$ cat src/rtl/button_cfg_ctrl.sv
// Front-panel configuration controller: three debounced buttons drive a
// wrapping mode index and a saturating tuning value with auto-repeat and long-press restore.
//
// Ports:
//   clk          system clock
//   reset        synchronous, active-high reset
//   i_btn_up     debounced level, 1 = pressed
//   i_btn_down   debounced level, 1 = pressed
//   i_btn_sel    debounced level, 1 = pressed
//   o_mode       current mode index (wraps N_MODES-1 -> 0)
//   o_value      current tuning value (saturates at VAL_MIN / VAL_MAX)
//   o_cfg_update one-cycle pulse when o_mode or o_value changes
//   o_busy       high whenever the FSM is not IDLE
module button_cfg_ctrl #(
  parameter int N_MODES       = 4,
  parameter int MODE_W        = 2,
  parameter int VAL_W         = 8,
  parameter int VAL_MIN       = 0,
  parameter int VAL_MAX       = 255,
  parameter int VAL_DEFAULT   = 128,
  parameter int HOLD_CYCLES   = 12500000,
  parameter int REPEAT_CYCLES = 2500000,
  parameter int CNT_W         = 24
) (
  input  logic              clk,
  input  logic              reset,
  input  logic              i_btn_up,
  input  logic              i_btn_down,
  input  logic              i_btn_sel,
  output logic [MODE_W-1:0] o_mode,
  output logic [VAL_W-1:0]  o_value,
  output logic              o_cfg_update,
  output logic              o_busy
);

  localparam logic [VAL_W-1:0]  VMIN = VAL_W'(VAL_MIN);
  localparam logic [VAL_W-1:0]  VMAX = VAL_W'(VAL_MAX);
  localparam logic [VAL_W-1:0]  VDEF = VAL_W'(VAL_DEFAULT);
  localparam logic [MODE_W-1:0] MODE_LAST = MODE_W'(N_MODES - 1);
  localparam logic [CNT_W-1:0]  HOLD_LAST = CNT_W'(HOLD_CYCLES - 1);
  localparam logic [CNT_W-1:0]  REP_LAST  = CNT_W'(REPEAT_CYCLES - 1);

  typedef enum logic [2:0] {
    S_IDLE,
    S_HOLD,
    S_REPEAT,
    S_SEL_HOLD,
    S_WAIT_REL
  } state_e;

  state_e            state_q, state_d;
  logic [CNT_W-1:0]  cnt_q, cnt_d;
  logic [MODE_W-1:0] mode_q, mode_d;
  logic [VAL_W-1:0]  value_q, value_d;
  logic              upd_q, upd_d;
  logic              cap_up_q, cap_up_d;
  logic              up_prev_q, dn_prev_q, sel_prev_q;

  logic              up_edge, dn_edge, sel_edge;
  logic              cap_lvl;
  logic              inc_ok, dec_ok;
  logic [VAL_W-1:0]  val_inc, val_dec;
  logic [MODE_W-1:0] mode_next;

  // Previous-level registers reset to 1 so a button held through reset
  // must be released and pressed again before it counts.
  assign up_edge  = i_btn_up   & ~up_prev_q;
  assign dn_edge  = i_btn_down & ~dn_prev_q;
  assign sel_edge = i_btn_sel  & ~sel_prev_q;

  assign cap_lvl = cap_up_q ? i_btn_up : i_btn_down;

  assign inc_ok  = (value_q < VMAX);
  assign dec_ok  = (value_q > VMIN);
  assign val_inc = inc_ok ? value_q + 1'b1 : value_q;
  assign val_dec = dec_ok ? value_q - 1'b1 : value_q;

  assign mode_next = (mode_q == MODE_LAST) ? '0 : mode_q + 1'b1;

  always_comb begin
    state_d  = state_q;
    cnt_d    = cnt_q;
    mode_d   = mode_q;
    value_d  = value_q;
    cap_up_d = cap_up_q;
    upd_d    = 1'b0;

    unique case (state_q)
      S_IDLE: begin
        // Priority sel > up > down; losers of the same cycle are dropped.
        if (sel_edge) begin
          mode_d  = mode_next;
          upd_d   = 1'b1;
          cnt_d   = '0;
          state_d = S_SEL_HOLD;
        end else if (up_edge) begin
          cap_up_d = 1'b1;
          value_d  = val_inc;
          upd_d    = inc_ok;
          cnt_d    = '0;
          state_d  = S_HOLD;
        end else if (dn_edge) begin
          cap_up_d = 1'b0;
          value_d  = val_dec;
          upd_d    = dec_ok;
          cnt_d    = '0;
          state_d  = S_HOLD;
        end
      end

      S_HOLD: begin
        if (!cap_lvl) begin
          cnt_d   = '0;
          state_d = S_IDLE;
        end else if (cnt_q == HOLD_LAST) begin
          value_d = cap_up_q ? val_inc : val_dec;
          upd_d   = cap_up_q ? inc_ok : dec_ok;
          cnt_d   = '0;
          state_d = S_REPEAT;
        end else begin
          cnt_d = cnt_q + 1'b1;
        end
      end

      S_REPEAT: begin
        if (!cap_lvl) begin
          cnt_d   = '0;
          state_d = S_IDLE;
        end else if (cnt_q == REP_LAST) begin
          value_d = cap_up_q ? val_inc : val_dec;
          upd_d   = cap_up_q ? inc_ok : dec_ok;
          cnt_d   = '0;
        end else begin
          cnt_d = cnt_q + 1'b1;
        end
      end

      S_SEL_HOLD: begin
        if (!i_btn_sel) begin
          cnt_d   = '0;
          state_d = S_IDLE;
        end else if (cnt_q == HOLD_LAST) begin
          // Long press restores the default value; mode stays put.
          value_d = VDEF;
          upd_d   = (value_q != VDEF);
          cnt_d   = '0;
          state_d = S_WAIT_REL;
        end else begin
          cnt_d = cnt_q + 1'b1;
        end
      end

      S_WAIT_REL: begin
        if (!i_btn_sel) begin
          state_d = S_IDLE;
        end
      end

      default: begin
        cnt_d   = '0;
        state_d = S_IDLE;
      end
    endcase
  end

  always_ff @(posedge clk) begin
    if (reset) begin
      state_q    <= S_IDLE;
      cnt_q      <= '0;
      mode_q     <= '0;
      value_q    <= VDEF;
      upd_q      <= 1'b0;
      cap_up_q   <= 1'b0;
      up_prev_q  <= 1'b1;
      dn_prev_q  <= 1'b1;
      sel_prev_q <= 1'b1;
    end else begin
      state_q    <= state_d;
      cnt_q      <= cnt_d;
      mode_q     <= mode_d;
      value_q    <= value_d;
      upd_q      <= upd_d;
      cap_up_q   <= cap_up_d;
      up_prev_q  <= i_btn_up;
      dn_prev_q  <= i_btn_down;
      sel_prev_q <= i_btn_sel;
    end
  end

  assign o_mode       = mode_q;
  assign o_value      = value_q;
  assign o_cfg_update = upd_q;
  assign o_busy       = (state_q != S_IDLE);

endmodule

$ cat config.mk
export PLATFORM = sky130hd
export DESIGN_NAME = button_cfg_ctrl
export DESIGN_NICKNAME = d
export VERILOG_FILES = /design/src/rtl/button_cfg_ctrl.sv
export SDC_FILE = /design/constraint.sdc
export NUM_CORES = 1
export LEC_CHECK = 0
export CAP_MARGIN = 10
export CORE_MARGIN = 3
export CORE_UTILIZATION = 40
export CTS_BUF_LIST = sky130_fd_sc_hd__clkbuf_2
export DETAILED_ROUTE_END_ITERATION = 12
export PLACE_DENSITY = 0.63
export RECOVER_POWER = 100
export SETUP_SLACK_MARGIN = 0.5
export SLEW_MARGIN = 20
export SYNTH_ARGS = -nofsm -noshare
export SYNTH_HDL_FRONTEND = slang
export SYNTH_SLANG_ARGS = --single-unit
$ cat constraint.sdc
create_clock -name clk -period 2.3 [get_ports clk]
set_clock_uncertainty 0.2 [all_clocks]
set_input_delay 0.46 -clock clk [delete_from_list [all_inputs] [get_ports clk]]
set_output_delay 0.46 -clock clk [all_outputs]
set_load 0.005 [all_outputs]
==> results of run 1 <==
## worst max-delay path: cells and delay by family (launching register included)
kind,cells,cell delay [ns]
AO/OA/AOI/OAI,3,0.37
buffers and inverters,2,0.32
flip-flops,1,0.38
AND/OR/NAND/NOR,3,0.99
## cell families after synthesis
| kind of cell | Yosys count |
|---|---|
| AO/OA/AOI/OAI | 70 |
| flip-flops | 42 |
| AND/OR/NAND/NOR | 168 |
| adder cells (fa/ha/maj) | 6 |
| multiplexers | 5 |
| buffers and inverters | 25 |
| XOR/XNOR | 18 |
## layer usage
metal / vias up / global-route usage, %
met2: 62 / 32.23
met4: 0 / 6.657
li1: 1373 / -
met1: 1268 / 27.85
met3: 15 / 3.690
met5: - / 0
## power by group
part,internal [uW],switching [uW]
clock,65.9,247
combinational,1100,1150
sequential,835,85.2
total,2000,1480
## state kept, by name, indices dropped and copies added (netlist names)
signal	flops
cnt_q	24
o_value	8
state_q	3
o_mode	2
cap_up_q	1
dn_prev_q	1
o_cfg_update	1
sel_prev_q	1
up_prev_q	1
## how the worst min path moves through the flow
stage / startpoint / slack, ns / end
after floorplan: cnt_q[1] / 0.26 / cnt_q[1]
after global placement: cnt_q[1] / 0.28 / cnt_q[1]
after detailed placement: cnt_q[1] / 0.28 / cnt_q[1]
after CTS: cnt_q[1] / 0.31 / cnt_q[1]
after global routing: cnt_q[1] / 0.34 / cnt_q[1]
final: cnt_q[1] / 0.30 / cnt_q[1]
## layout make-up
| class | count | area [um^2] | area share, % |
|---|---|---|---|
| multi-input cells | 267 | 1826 | 50.48 |
| flip-flops and latches | 42 | 868.3 | 24.01 |
| repair buffers | 92 | 767.0 | 21.21 |
| well taps | 75 | 93.84 | 2.595 |
| inverters | 7 | 26.28 | 0.7266 |
| clock buffers | 5 | 25.02 | 0.6920 |
| clock inverters | 2 | 10.01 | 0.2768 |
## cells in the final DEF, fill, tap and decap left out, types with 3 or more instances in the layout
cell           count
o21ai_1            4
nor3b_1            3
dfxtp_2            7
xor2_1             8
ha_1               5
mux2i_1            4
buf_6             14
a41oi_1            3
dfxtp_1           30
nand2b_1           6
nor2_1            38
clkbuf_2           9
o21ai_0            8
nand3b_1           4
nand2_1           28
or2_2              4
xnor2_1           10
inv_1              6
and3_1             8
a21oi_1           16
nor4b_1            4
nand3_1           18
buf_4             61
a21oi_2            3
a311oi_1           3
a31oi_1            3
and4_1             6
nand4_1            6
dfxtp_4            5
nor3_1            14
dlygate4sd2_1      7
nor2b_1            6
## repair_timing
item | in CTS | in global routing
buffers inserted | 11 | 7
pin swaps | 8 | 14
setup endpoints to repair | 48 | 41
gates cloned | 0 | 0
resized for setup | 59 | 27
## through the flow
stage / cell area (um^2) / setup TNS (ns) / power (uW) / util, % / setup slack, ns
5_1_grt: 3616 / -3.135 / 3764 / 58.98 / -0.1505
4_1_cts: 3517 / -0.01504 / 3292 / 57.37 / -0.01504
3_5_place_dp: 3268 / -8.722 / 2740 / 53.31 / -0.3617
3_3_place_gp: 3268 / -7.489 / 2724 / 53.31 / -0.2931
6_report: 3616 / -0.3087 / 3482 / 58.98 / -0.04788
2_1_floorplan: 2661 / 0 / 2070 / - / 0.1161
==> results.sh, run 1 <==
export IMPL_yosysMostFrequentCell="dfxtp_1"
export IMPL_cts_sinks=42
export IMPL_htree_levels=2
export IMPL_slowest_delay_ns=0.55
export IMPL_die_h_um=86.97
export IMPL_core_area_mm2=0.006131
export IMPL_clk_pin_slew_ns=0.23
export IMPL_gp_congestion=0.8819
export IMPL_hold_violations=0
export IMPL_synthArstFlopShare_pct=0
export IMPL_wirelength_um=7093
export IMPL_crit_start="cnt_q[14]"
export IMPL_grt_pass1_wl_um=12520
export IMPL_post_route_period_util_pct=102.1
export IMPL_setup_viol=18
export IMPL_violations="setup timing"
export IMPL_wl_per_cell_um=14.48
export IMPL_grt_overflow=0
export IMPL_ys_top_cells_by_area="dfxtp_1, nor2_1, nand2_1"
export IMPL_fill_cells=569
export IMPL_cts_root_buf="clkbuf_2"
export IMPL_grt_max_degree=18
export IMPL_worst_pin_slew_ns=0.5023
export IMPL_muxShareOfSynthArea_pct=1.956
export IMPL_drt_met1_wl_um=3414
export IMPL_wl_met2_um=3250
export IMPL_power_density_mw_per_mm2=963.0
export IMPL_grt_pass1_vias=2681
export IMPL_dieArea_mm2=0.007564
export IMPL_hold_path_depth=2
export IMPL_synth_simple_area_share_pct=34.69
export IMPL_firstDrtPassIters=4
export IMPL_antenna_found_initial=0
export IMPL_synth_edf_count=0
export IMPL_dp_cells=465
export IMPL_antennaDiodeCount=0
export IMPL_cts_buffer_depth=2
export IMPL_dp_hpwl_um=4943
export IMPL_rsz0062_at_grt="true"
export IMPL_r2r_end="o_value[2]"
export IMPL_synth_top_cell_by_area="dfxtp_1"
export IMPL_synth_area_per_cell_um2=7.852
export IMPL_synth_net_count=344
export IMPL_crit_path_max_fanout=8
export IMPL_r2r_start="cnt_q[14]"
export IMPL_start_util_pct=42.78
export IMPL_drc=0
export IMPL_worst_hold_path_type="register to register"
export IMPL_synthFlopType="dfxtp_1"
export IMPL_syn_area_mm2=0.002623
export IMPL_status="finished, violations left"
export IMPL_yosysTopAreaCellShare_pct=32.06
export IMPL_port_buffers=16
export IMPL_met3WireLength_um=304
export IMPL_numCtsBuffers=5
export IMPL_cpMostUsedCell="buf_6"
export IMPL_ys_warn_count=0
export IMPL_setup_slack_ns=-0.04788
export IMPL_drv_slew=0
export IMPL_crit_path_cell_trace="or4b_4 > nor3_4 > buf_6 > o21bai_4 > nor4_4 > buf_6 > a21oi_2 > a311oi_2"
export IMPL_area_growth_synth_to_final_pct=37.88
export IMPL_r2r_slack_ns=-0.05
export IMPL_synth_seq_cells=42
export IMPL_cp_arrival_ns=2.49
export IMPL_holdBufCountCts=0
export IMPL_p_leak_uw=0.001450
export IMPL_stdcell_count=490
export IMPL_synth_common_cells="dfxtp_1, nor2_1, nand2_1"
export IMPL_cpMaxStageDelayCell="or4b_4"
export IMPL_synth_top_family_by_area="simple AND/OR/NAND/NOR gates"
export IMPL_cts_tree="built"
export IMPL_start_kind="register"
export IMPL_worstSkewPairLatency_ns=0.42
export IMPL_drive_gt1_share_pct=33.25
export IMPL_num_vias=2718
export IMPL_synth_cells=334
export IMPL_period_needed_ns=2.348
export IMPL_fp_row_count=28
export IMPL_drt_iter0_drc=132
export IMPL_max_freq_mhz=425.9
export IMPL_crit_path_end_kind="register"
export IMPL_worst_setup_path_type="register to register"
export IMPL_routed_via_density=5.547
export IMPL_synth_seq_area_share_pct=32.06
export IMPL_grt_total_usage_pct=20.36
export IMPL_ir_worst_vdd_uv=576.1
export IMPL_route_antenna_remaining_nets=0
export IMPL_reg2regPathDepth=8
export IMPL_top_layer="met4"
export IMPL_die_x_um=86.97
export IMPL_endpoint="o_value[2]"
export IMPL_final_nets=425
export IMPL_yosys_area_share_xor_xnor_pct=6.011
export IMPL_cap_violations=0
export IMPL_synth_distinct_cells=65
export IMPL_io_pins=17
export IMPL_hold_slack_ns=0.3006
export IMPL_crit_required_ns=2.44
export IMPL_synth_compound_area_share_pct=18.32
export IMPL_relSlewSlack_pct=65.65
export IMPL_synthAdderAreaFrac_pct=2.767
Note: power is estimated with default switching activity, not from simulation.
==> run 2: changes to the inputs <==
Settings changed: ABC_CLOCK_PERIOD_IN_PS from default to 2300, CTS_CLUSTER_SIZE from default to 14.
==> results of run 2 <==
The final DEF is identical to that of run 1; final timing and power are the same.
